`config.mk`:
```
export PLATFORM = sky130hd
export DESIGN_NAME = mem_access_ctrl
export DESIGN_NICKNAME = d
export VERILOG_FILES = /design/src/rtl/mem_ctrl_pkg.sv /design/src/rtl/mem_access_ctrl.sv
export SDC_FILE = /design/constraint.sdc
export NUM_CORES = 1
export LEC_CHECK = 0
export ABC_CLOCK_PERIOD_IN_PS = 1600
export CAP_MARGIN = 5
export CORE_UTILIZATION = 30
export DETAILED_ROUTE_END_ITERATION = 6
export GPL_ROUTABILITY_DRIVEN = 0
export GPL_TIMING_DRIVEN = 0
export PLACE_DENSITY = 0.61
export SLEW_MARGIN = 20
export SYNTH_ARGS = -nofsm -noshare
export SYNTH_HDL_FRONTEND = slang
export SYNTH_SLANG_ARGS = --single-unit
```
`constraint.sdc`:
```
create_clock -name clk -period 1.6 [get_ports clk]
set_input_delay 0.24 -clock clk [delete_from_list [all_inputs] [get_ports clk]]
set_output_delay 0.24 -clock clk [all_outputs]
set_load 0.02 [all_outputs]
```
`src/rtl/mem_ctrl_pkg.sv`:
```
// mem_ctrl_pkg: shared types and constants for the memory access controller
// No ports; provides the FSM state enum, halt opcode and opcode field bounds.
package mem_ctrl_pkg;
  localparam int ADDR_W_DFLT = 8;
  localparam int DATA_W_DFLT = 16;
  localparam int OPC_MSB = 15;
  localparam int OPC_LSB = 10;
  localparam logic [OPC_MSB-OPC_LSB:0] HALT_OP = 6'b001111;
  typedef enum logic [1:0] {S_IDLE, S_FRD, S_DRD} state_t;
endpackage

```
`src/rtl/mem_access_ctrl.sv`:
```
// mem_access_ctrl: single-port RAM initiator for instruction fetch and CPU loads/stores
// Ports: clk/clr (async active-high reset); mem_* drive the RAM, mem_rdata is its
// registered read data; if_* is the one-entry instruction buffer toward decode;
// br_* redirects fetch; dreq_*/dresp_* carry CPU data accesses; halted flags HALT_OP.
module mem_access_ctrl #(
  parameter int ADDR_W = mem_ctrl_pkg::ADDR_W_DFLT,
  parameter int DATA_W = mem_ctrl_pkg::DATA_W_DFLT,
  parameter logic [ADDR_W-1:0] RESET_PC = '0,
  parameter logic [5:0] HALT_OP = mem_ctrl_pkg::HALT_OP
) (
  input  logic              clk,
  input  logic              clr,
  output logic              mem_ce,
  output logic              mem_rw,
  output logic [ADDR_W-1:0] mem_addr,
  output logic [DATA_W-1:0] mem_wdata,
  input  logic [DATA_W-1:0] mem_rdata,
  output logic              if_valid,
  input  logic              if_ready,
  output logic [DATA_W-1:0] if_instr,
  output logic [ADDR_W-1:0] if_pc,
  input  logic              br_valid,
  input  logic [ADDR_W-1:0] br_target,
  input  logic              dreq_valid,
  output logic              dreq_ready,
  input  logic              dreq_we,
  input  logic [ADDR_W-1:0] dreq_addr,
  input  logic [DATA_W-1:0] dreq_wdata,
  output logic              dresp_valid,
  output logic [DATA_W-1:0] dresp_rdata,
  output logic              halted
);
  import mem_ctrl_pkg::*;
  state_t r_state, w_state_nx;
  logic [ADDR_W-1:0] r_pc, r_if_pc;
  logic [DATA_W-1:0] r_if_instr, r_dresp_rdata;
  logic r_if_valid, r_halted, r_dresp_valid;
  logic w_idle_free;
  // Port is free to issue only in S_IDLE without a redirect; clr masks issue so
  // mem_ce drops the moment reset asserts, before any clock edge.
  assign w_idle_free = !clr && r_state == S_IDLE && !br_valid;
  always_comb begin
    w_state_nx = S_IDLE;
    dreq_ready = 1'b0;
    mem_ce = 1'b0;
    mem_rw = 1'b0;
    mem_addr = '0;
    mem_wdata = '0;
    if (w_idle_free && dreq_valid) begin
      dreq_ready = 1'b1;
      mem_ce = 1'b1;
      mem_rw = !dreq_we;
      mem_addr = dreq_addr;
      mem_wdata = dreq_we ? dreq_wdata : '0;
      w_state_nx = dreq_we ? S_IDLE : S_DRD;
    end else if (w_idle_free && !r_halted && (!r_if_valid || if_ready)) begin
      mem_ce = 1'b1;
      mem_rw = 1'b1;
      mem_addr = r_pc;
      w_state_nx = S_FRD;
    end
  end
  always_ff @(posedge clk or posedge clr)
    if (clr) r_state <= S_IDLE;
    else r_state <= w_state_nx;
  // A redirect in any state flushes the buffer; a pending load still completes.
  always_ff @(posedge clk or posedge clr)
    if (clr) begin
      r_pc <= RESET_PC;
      r_if_pc <= '0;
      r_if_instr <= '0;
      r_if_valid <= 1'b0;
      r_halted <= 1'b0;
      r_dresp_valid <= 1'b0;
      r_dresp_rdata <= '0;
    end else begin
      r_dresp_valid <= r_state == S_DRD;
      if (r_state == S_DRD) r_dresp_rdata <= mem_rdata;
      if (br_valid) begin
        r_pc <= br_target;
        r_if_valid <= 1'b0;
        r_halted <= 1'b0;
      end else if (r_state == S_FRD) begin
        r_if_instr <= mem_rdata;
        r_if_pc <= r_pc;
        r_if_valid <= 1'b1;
        r_pc <= r_pc + ADDR_W'(1);
        r_halted <= mem_rdata[OPC_MSB:OPC_LSB] == HALT_OP;
      end else if (r_if_valid && if_ready) r_if_valid <= 1'b0;
    end
  assign if_valid = r_if_valid;
  assign if_instr = r_if_instr;
  assign if_pc = r_if_pc;
  assign halted = r_halted;
  assign dresp_valid = r_dresp_valid;
  assign dresp_rdata = r_dresp_rdata;
endmodule

```
==> results.yml, run 1 <==
logic_synthesis:
  netlist_area_um2: 2520
  ys_seq_area_frac: 0.527
  ys_types: 33
  synth-seq-cells: 53
  postSynthAreaPerCell_um2: 11.7
  yosysWarnings: 0
  syn-instance-count: 216
  synth_nets: 271
clock_tree:
  clk_path_buf_depth: 2
  clk_latency_ns: 0.31
  path_clk_slew_ns: 0.11
  tritoncts: "built"
  numCtsBuffers: 5
  cts_num_sinks: 53
  root_buffer: "clkbuf_8"
  h-tree-depth: 2
worst_setup_path:
  cp-start-kind: "flop"
  worstSetupPathType: "flop to primary output"
  timing.rr.start: "r_state[1]$_DFF_PP0_"
  reg2reg_depth: 4
  critPathLaunch: "r_state[0]$_DFF_PP0_"
  end_kind: "primary output"
  ff2ff_setup_slack_ns: 0.04
  worstPathArrival_ns: 1.70
  required_ns: 1.36
  crit_fanout: 8
  rr_endpoint: "r_pc[7]$_DFFE_PP0P_"
drt:
  dr.pass1.iters: 4
  wl_per_cell_um: 14.4
  drc_errors: 0
  num_vias: 2143
  drtAntennaViolNets: 0
  wirelength_um: 6680
  drt_iter0_drc: 86
  vias_per_cell: 4.63
floorplanning:
  die_area_um2: 8770
  fp.coreArea_um2: 8180
  pin_count: 124
  start_util: 0.308
  die_w_um: 93.6
  die_y_um: 93.6
  fp-row-count: 33
placement:
  hpwlAfterDp_um: 4720
  place_area_um2: 3880
  port_buffers: 123
sta:
  relSlewSlack: 0.564
  fin_skew_ns: 0.0129
  layout_min_cycle_time_ns: 1.94
  holdWs_ns: 0.239
  slew_viol_final: 0
  setup_viol: 27
  finalHoldViolations: 0
  period_share: 1.21
  grt_setup_unrepaired: "yes"
  setup_ws_ns: -0.341
  timing.fmax_ghz: 0.515
  worstMarginPinSlew_ns: 0.654
global_routing:
  grt_pass1_wl_um: 10700
  antenna_found_initial: 0
  grt_pass1_vias: 2179
  globalRouteOverflowTotal: 0
  grt_use_total: 0.155
  grt_max_degree: 54
final_layout:
  drive_above_1_share: 0.377
  layout.nets: 412
  synthToLayoutAreaGrowth_pct: 70.2
  fin_util: 0.524
  postLayoutCellArea_um2: 4290
  diodes: 0
status:
  status: "complete, but fails checks"
  violations: "setup timing"
worst_hold_path:
  hold_class: "input port to asynchronous set/reset pin"
flow_run:
  maxCapViolCount: 0
power:
  max-vdd-ir-drop_mv: 0.729
  powerDensity_nw_per_um2: 975
  p_leak_nw: 1.86
  power_mw: 4.18
==> critical path: stages, from the launching register on <==
cell and delay (ns):
dfrtp_2 0.43, nor4_4 0.31, and3_4 0.30, buf_6 0.12, and2_4 0.13, buf_6 0.11
==> cells in the mapped netlist <==
| library cell | count | area [µm²] |
|---|---|---|
| nor2b_1 | 7 | 43.8 |
| nand2_1 | 17 | 63.8 |
| nor2_1 | 3 | 11.3 |
| nand3b_1 | 1 | 7.51 |
| nor3b_2 | 1 | 12.5 |
| and3_1 | 1 | 6.26 |
| or4_1 | 4 | 30.0 |
| nand4b_1 | 1 | 8.76 |
| xnor2_1 | 2 | 17.5 |
| buf_6 | 3 | 33.8 |
| buf_2 | 2 | 10.0 |
| inv_1 | 9 | 33.8 |
| nor4_2 | 1 | 12.5 |
| dfrtp_1 | 53 | 1330 |
| a21oi_1 | 2 | 10.0 |
| nand2b_1 | 2 | 12.5 |
| a221o_1 | 1 | 10.0 |
| mux2i_1 | 1 | 10.0 |
| o21ai_0 | 7 | 35.0 |
| nor3_1 | 1 | 5.00 |
| nor4b_1 | 1 | 8.76 |
| buf_4 | 1 | 7.51 |
| or3_1 | 1 | 6.26 |
| mux2_2 | 40 | 450 |
| or4_2 | 1 | 8.76 |
| nand4_1 | 1 | 6.26 |
| and2_1 | 26 | 163 |
| clkbuf_1 | 7 | 26.3 |
| o21a_1 | 2 | 15.0 |
| ha_1 | 1 | 12.5 |
| nand3_1 | 7 | 35.0 |
| and2b_2 | 1 | 8.76 |
| o41ai_1 | 8 | 70.1 |
==> worst max path at each step <==
| stage | to |
|---|---|
| global placement | mem_wdata[6] |
| CTS | mem_wdata[8] |
| global route | mem_wdata[14] |
| finish | mem_wdata[8] |
| detailed placement | mem_wdata[8] |
| floorplan | mem_wdata[10] |
==> final cells by class <==
type	count	area, µm²
fill	735	3890
timing repair buffer	134	1350
sequential	53	1330
multi-input combinational	141	1220
buffer	13	134
tap	105	131
clock buffer	5	68.8
inverter	9	36.3
clock inverter	3	17.5
==> sequential cells by signal, summed over array words and instances (netlist names) <==
register / flops
if_instr: 16
if_valid: 1
dresp_valid: 1
if_pc: 8
r_state: 2
r_pc: 8
halted: 1
dresp_rdata: 16
==> cell usage in the layout (no fill, tap or decap), types with 4 or more instances in the layout <==
master	netlist	routed
and2_1	26	9
nand2_1	17	17
dfrtp_1	53	50
mux2_2	40	40
inv_1	9	8
nor2b_1	7	6
buf_4	1	11
nand3_1	7	7
o21ai_0	7	7
dlygate4sd2_1	0	4
o41ai_2	0	8
clkbuf_8	0	8
and2_4	0	17
clkdlybuf4s50_1	0	92
buf_6	3	32
==> power breakdown <==
| group | leakage, nW | total, mW | switching [mW] | internal (mW) |
|---|---|---|---|---|
| Combinational | 1.17 | 1.63 | 0.721 | 0.908 |
| Clock | 0.0439 | 0.754 | 0.451 | 0.304 |
| Sequential | 0.647 | 1.80 | 0.163 | 1.63 |
==> stage by stage <==
| step | instances | TNS [ns] | setup slack [ns] |
|---|---|---|---|
| 6_report | 463 | -6.62 | -0.341 |
| 3_3_place_gp | 444 | -97.02 | -1.11 |
| 5_1_grt | 463 | -8.75 | -0.430 |
| 3_5_place_dp | 444 | -43.12 | -1.15 |
| 4_1_cts | 460 | -6.28 | -0.331 |
| 2_1_floorplan | 216 | 0 | 0.0136 |
==> metal layers <==
layer,GRT usage,vias up,part of all wire
met3,0.0260,4,0.039
met1,0.204,1060,0.44
met2,0.266,52,0.52
met4,0.0359,0,0.0085
li1,-,1027,-
met5,0,-,0
==> cells by family (layout without fill, tap and decap cells) <==
group,after synthesis,count (layout),share of synthesized area
AO/OA/AOI/OAI,20,20,0.0556
adder cells (fa/ha/maj),1,1,0.00497
XOR/XNOR,2,2,0.00696
multiplexers,41,41,0.183
flip-flops,53,53,0.527
AND/OR/NAND/NOR,77,77,0.179
buffers and inverters,22,164,0.0442
==> timing repair <==
item / CTS / global route
hold buffers: 0 / 0
cloned: 2 / 0
resized for setup: 210 / 16
setup buffers: 6 / 3
setup endpoints to repair: 60 / 43
pin swaps: 16 / 5
No activity file was read; power rests on OpenSTA's default activity.
==> inputs of run 2 (changes only) <==
--- a/config.mk
+++ b/config.mk
@@ -7,11 +7,10 @@
 export LEC_CHECK = 0
 export ABC_CLOCK_PERIOD_IN_PS = 1600
 export CAP_MARGIN = 5
-export CORE_UTILIZATION = 30
+export CORE_UTILIZATION = 36
 export DETAILED_ROUTE_END_ITERATION = 6
 export GPL_ROUTABILITY_DRIVEN = 0
-export GPL_TIMING_DRIVEN = 0
-export PLACE_DENSITY = 0.61
+export PLACE_DENSITY = 0.72
 export SLEW_MARGIN = 20
 export SYNTH_ARGS = -nofsm -noshare
 export SYNTH_HDL_FRONTEND = slang
==> results.yml, run 2 (same netlist as run 1, synthesis figures left out) <==
final_layout:
  layout.nets: 419
  postLayoutCellArea_um2: 4400
  synthToLayoutAreaGrowth_pct: 74.6
  drive_above_1_share: 0.384
  layout_commonest_cell: "clkdlybuf4s50_1"
  layout.cells.most_common_list: "clkdlybuf4s50_1 (92), dfrtp_1 (52), mux2_2 (40), buf_6 (31), buf_4 (21)"
  diodes: 0
worst_setup_path:
  end_kind: "primary output"
  crit_fanout: 8
  worstPathArrival_ns: 1.67
  worstSetupPathType: "flop to primary output"
  cp-start-kind: "flop"
  required_ns: 1.36
drt:
  drtAntennaViolNets: 0
  drc_errors: 0
  wirelength_um: 6750
  drt_iter0_drc: 50
  num_vias: 2185
  wl_per_cell_um: 14.6
  vias_per_cell: 4.74
  dr.pass1.iters: 4
sta:
  fin_skew_ns: 0.00467
  slew_viol_final: 0
  relSlewSlack: 0.797
  timing.fmax_ghz: 0.523
  setup_viol: 28
  worstMarginPinSlew_ns: 0.304
  finalHoldViolations: 0
  setup_ws_ns: -0.313
  setup_tns_ns: -6.35
  holdWs_ns: 0.170
  period_share: 1.20
  layout_min_cycle_time_ns: 1.91
  grt_setup_unrepaired: "yes"
clock_tree:
  tritoncts: "built"
  root_buffer: "clkbuf_8"
  numCtsBuffers: 5
  h-tree-depth: 2
  cts_num_sinks: 53
  clk_path_buf_depth: 2
  path_clk_slew_ns: 0.09
  clk_latency_ns: 0.31
  holdBufCountCts: 0
placement:
  place_area_um2: 4050
  port_buffers: 123
  hpwlAfterDp_um: 4810
floorplanning:
  die_y_um: 85.6
  die_area_um2: 7340
  die_w_um: 85.6
  start_util: 0.371
  fp.coreArea_um2: 6790
  fp-row-count: 30
  pin_count: 124
global_routing:
  grt_pass1_wl_um: 10500
  globalRouteOverflowTotal: 0
  grt_max_degree: 54
  grt_pass1_vias: 2130
  grt_use_total: 0.182
  antenna_found_initial: 0
power:
  powerDensity_nw_per_um2: 1000
  max-vdd-ir-drop_mv: 0.974
  p_leak_nw: 1.93
flow_run:
  maxCapViolCount: 0
worst_hold_path:
  hold_class: "input port to asynchronous set/reset pin"
status:
  violations: "setup timing"
  status: "complete, but fails checks"
run 2: worst max-delay path, stage by stage (launching register included):
cell       delay (ns)
dfrtp_1          0.42
nor4_4           0.29
and3_4           0.26
clkbuf_16        0.15
and2_4           0.13
buf_6            0.11
run 2: power breakdown:
group / total [mW] / switching, mW / leakage, nW / internal [mW]
clock: 0.942 / 0.434 / 0.0574 / 0.509
sequential: 1.79 / 0.153 / 0.650 / 1.63
combinational: 1.68 / 0.740 / 1.23 / 0.945
total: 4.41 / 1.33 / 1.93 / 3.09
run 2: cell type report:
cell class	instances	area, µm²
fill	570	2400
timing repair buffer	154	1590
sequential	53	1330
multi-input combinational	141	1200
tap	96	120
clock buffer	6	82.6
clock inverter	2	37.5
inverter	9	33.8
run 2: per-layer routing:
metal  vias up  global-route usage  share of wire
met5         -                   0              0
li1       1041                   -              -
met2        70               0.321           0.52
met4         0              0.0455         0.0078
met1      1067               0.230           0.43
met3         7              0.0356          0.042
run 2: path summary, 6_finish.rpt:
kind / startpoint / endpoint / slack [ns] / cells after the start
worst max-delay path: r_state[1]$_DFF_PP0_ / mem_wdata[13] / -0.31 / 5
min in group clk: br_valid / halted$_DFFE_PP0P_ / 0.47 / 3
worst min-delay path: clr / if_pc[5]$_DFFE_PP0P_ / 0.17 / 4
max in group asynchronous: clr / halted$_DFFE_PP0P_ / 1.17 / 4
worst min register to register: dresp_rdata[2]$_DFFE_PP0P_ / dresp_rdata[2]$_DFFE_PP0P_ / 0.51 / 1
worst max register to register: r_state[1]$_DFF_PP0_ / r_pc[6]$_DFFE_PP0P_ / -0.01 / 5
run 2: repair_timing:
action	CTS	global route
gates cloned	0	2
gates resized for setup	175	32
setup buffers	2	1
setup endpoints to repair	32	53
pin swaps	6	21
run 2: metrics by stage:
| stage | setup slack [ns] | instances | utilization | total power [mW] |
|---|---|---|---|---|
| 6_report | -0.313 | 461 | 0.647 | 4.41 |
| 5_1_grt | -0.406 | 461 | 0.647 | 4.64 |
| 4_1_cts | -0.321 | 459 | 0.627 | 4.45 |
| 3_5_place_dp | -0.809 | 449 | 0.596 | 3.47 |
| 3_3_place_gp | -0.763 | 449 | 0.596 | 3.43 |
| 2_1_floorplan | 0.0136 | 216 | - | 2.56 |
==> inputs of run 3 (changes only) <==
--- a/config.mk
+++ b/config.mk
@@ -7,6 +7,7 @@
 export LEC_CHECK = 0
 export ABC_CLOCK_PERIOD_IN_PS = 1600
 export CAP_MARGIN = 5
+export CORE_MARGIN = 2
 export CORE_UTILIZATION = 36
 export DETAILED_ROUTE_END_ITERATION = 6
 export GPL_ROUTABILITY_DRIVEN = 0
==> results.yml, run 3 (same netlist as run 1, synthesis figures left out) <==
status:
  status: "complete, but fails checks"
  violations: "setup timing"
sta:
  setup_ws_ns: -0.229
  period_share: 1.14
  fin_skew_ns: 0.00627
  timing.fmax_ghz: 0.547
  relSlewSlack: 0.757
  slew_viol_final: 0
  finalHoldViolations: 0
  layout_min_cycle_time_ns: 1.83
  worstMarginPinSlew_ns: 0.364
  grt_setup_unrepaired: "yes"
  setup_viol: 27
global_routing:
  grt_use_total: 0.169
  grt_max_degree: 25
  grt-busiest-layer: "met2"
  grt_pass1_wl_um: 10000
  globalRouteOverflowTotal: 0
  gr-usage-met2: 0.298
  antenna_found_initial: 0
  grt_pass1_vias: 2066
  met3_usage: 0.0434
  grt_use_met1: 0.208
final_layout:
  fillers: 572
  drive_above_1_share: 0.337
  fin_cells: 458
  layout_commonest_cell: "clkdlybuf4s50_1"
  diodes: 0
  layout.cells.most_common_list: "clkdlybuf4s50_1 (92), dfrtp_1 (52), mux2_2 (40), buf_6 (27), buf_4 (24)"
  synthToLayoutAreaGrowth_pct: 69.7
  regArea_um2: 1330
  multi_input_area_um2: 1140
  layout.nets: 417
placement:
  placedCellCount: 450
  hpwlAfterDp_um: 4920
  port_buffers: 123
drt:
  dr.pass1.iters: 4
  wl_per_cell_um: 14.4
  wirelength_um: 6580
  vias_per_cell: 4.64
  drc_errors: 0
  drtAntennaViolNets: 0
  drt_iter0_drc: 49
  num_vias: 2124
worst_setup_path:
  end_kind: "primary output"
  cp-start-kind: "flop"
  worstSetupPathType: "flop to primary output"
  required_ns: 1.36
  crit_fanout: 16
  worstPathArrival_ns: 1.59
clock_tree:
  path_clk_slew_ns: 0.09
  clk_latency_ns: 0.30
  cts_num_sinks: 53
  numCtsBuffers: 5
  h-tree-depth: 2
  clk_path_buf_depth: 2
  tritoncts: "built"
  root_buffer: "clkbuf_8"
floorplanning:
  fp.coreArea_um2: 6790
  die_area_um2: 7680
  die_w_um: 87.6
  start_util: 0.371
  die_y_um: 87.6
  fp-row-count: 30
  pin_count: 124
power:
  p_leak_nw: 1.87
  power_mw: 4.23
  powerDensity_nw_per_um2: 989
  max-vdd-ir-drop_mv: 0.813
flow_run:
  maxCapViolCount: 0
worst_hold_path:
  hold_class: "input port to asynchronous set/reset pin"
## run 3: cell count changes in the layout (fill, tap and decap cells not counted), moves of 2 or more
cell,delta
buf_12,+2
buf_4,+3
o41ai_1,+3
and2_1,+10
o41ai_2,-3
buf_6,-4
and2_4,-10
## run 3: repair_timing
action / in CTS / in global routing
endpoints found under the setup margin: 30 / 53
hold buffers: 0 / 0
hold endpoints to repair: 0 / 0
pin swaps: 3 / 4
buffers inserted: 0 / 1
resized for setup: 160 / 21
## run 3: final timing paths
| kind | from | to | slack, ns | depth (start not counted) |
|---|---|---|---|---|
| max | r_state[0]$_DFF_PP0_ | mem_wdata[7] | -0.23 | 5 |
| min | clr | if_instr[2]$_DFFE_PP0P_ | 0.09 | 3 |
| max reg2reg | r_state[1]$_DFF_PP0_ | r_pc[7]$_DFFE_PP0P_ | 0.03 | 4 |
| min reg2reg | if_pc[5]$_DFFE_PP0P_ | if_pc[5]$_DFFE_PP0P_ | 0.51 | 1 |
| max in group asynchronous | clr | halted$_DFFE_PP0P_ | 1.05 | 4 |
| min in group clk | clr | r_state[0]$_DFF_PP0_ | 0.49 | 4 |
## run 3: area by class of cell
type / count / share of cell area
timing repair buffer: 152 / 0.365
sequential: 53 / 0.311
multi-input combinational: 141 / 0.268
tap: 96 / 0.0281
clock buffer: 6 / 0.0193
inverter: 9 / 0.00790
clock inverter: 1 / 0.00176
## run 3: through the flow
| stage | cell area (µm²) | hold slack (ns) | TNS (ns) | utilization | setup WS (ns) |
|---|---|---|---|---|---|
| 6_report | 4270 | 0.0896 | -4.55 | 0.629 | -0.229 |
| 5_1_grt | 4270 | 0.117 | -6.65 | 0.629 | -0.297 |
| 4_1_cts | 4180 | 0.390 | -6.47 | 0.616 | -0.304 |
| 3_5_place_dp | 4080 | 0.494 | -27.43 | 0.601 | -0.820 |
| 3_3_place_gp | 4080 | 0.487 | -27.26 | 0.601 | -0.779 |
| 2_1_floorplan | 2520 | 0.306 | 0 | - | 0.0136 |
## run 3: critical path, stage by stage (launching register included)
cell	delay, ns
dfrtp_1	0.42
nor4_4	0.25
and3_4	0.23
buf_12	0.12
and2_1	0.14
buf_6	0.12
## run 3: metal layers
metal,up-vias,wire (µm)
met2,58,3360
met3,12,326
met1,1018,2790
li1,1036,-
met4,0,102
met5,-,0
## run 3: power breakdown
part | switching (mW) | total (mW) | internal, mW
clock | 0.432 | 0.775 | 0.343
sequential | 0.150 | 1.78 | 1.63
combinational | 0.735 | 1.67 | 0.935
total | 1.32 | 4.23 | 2.91
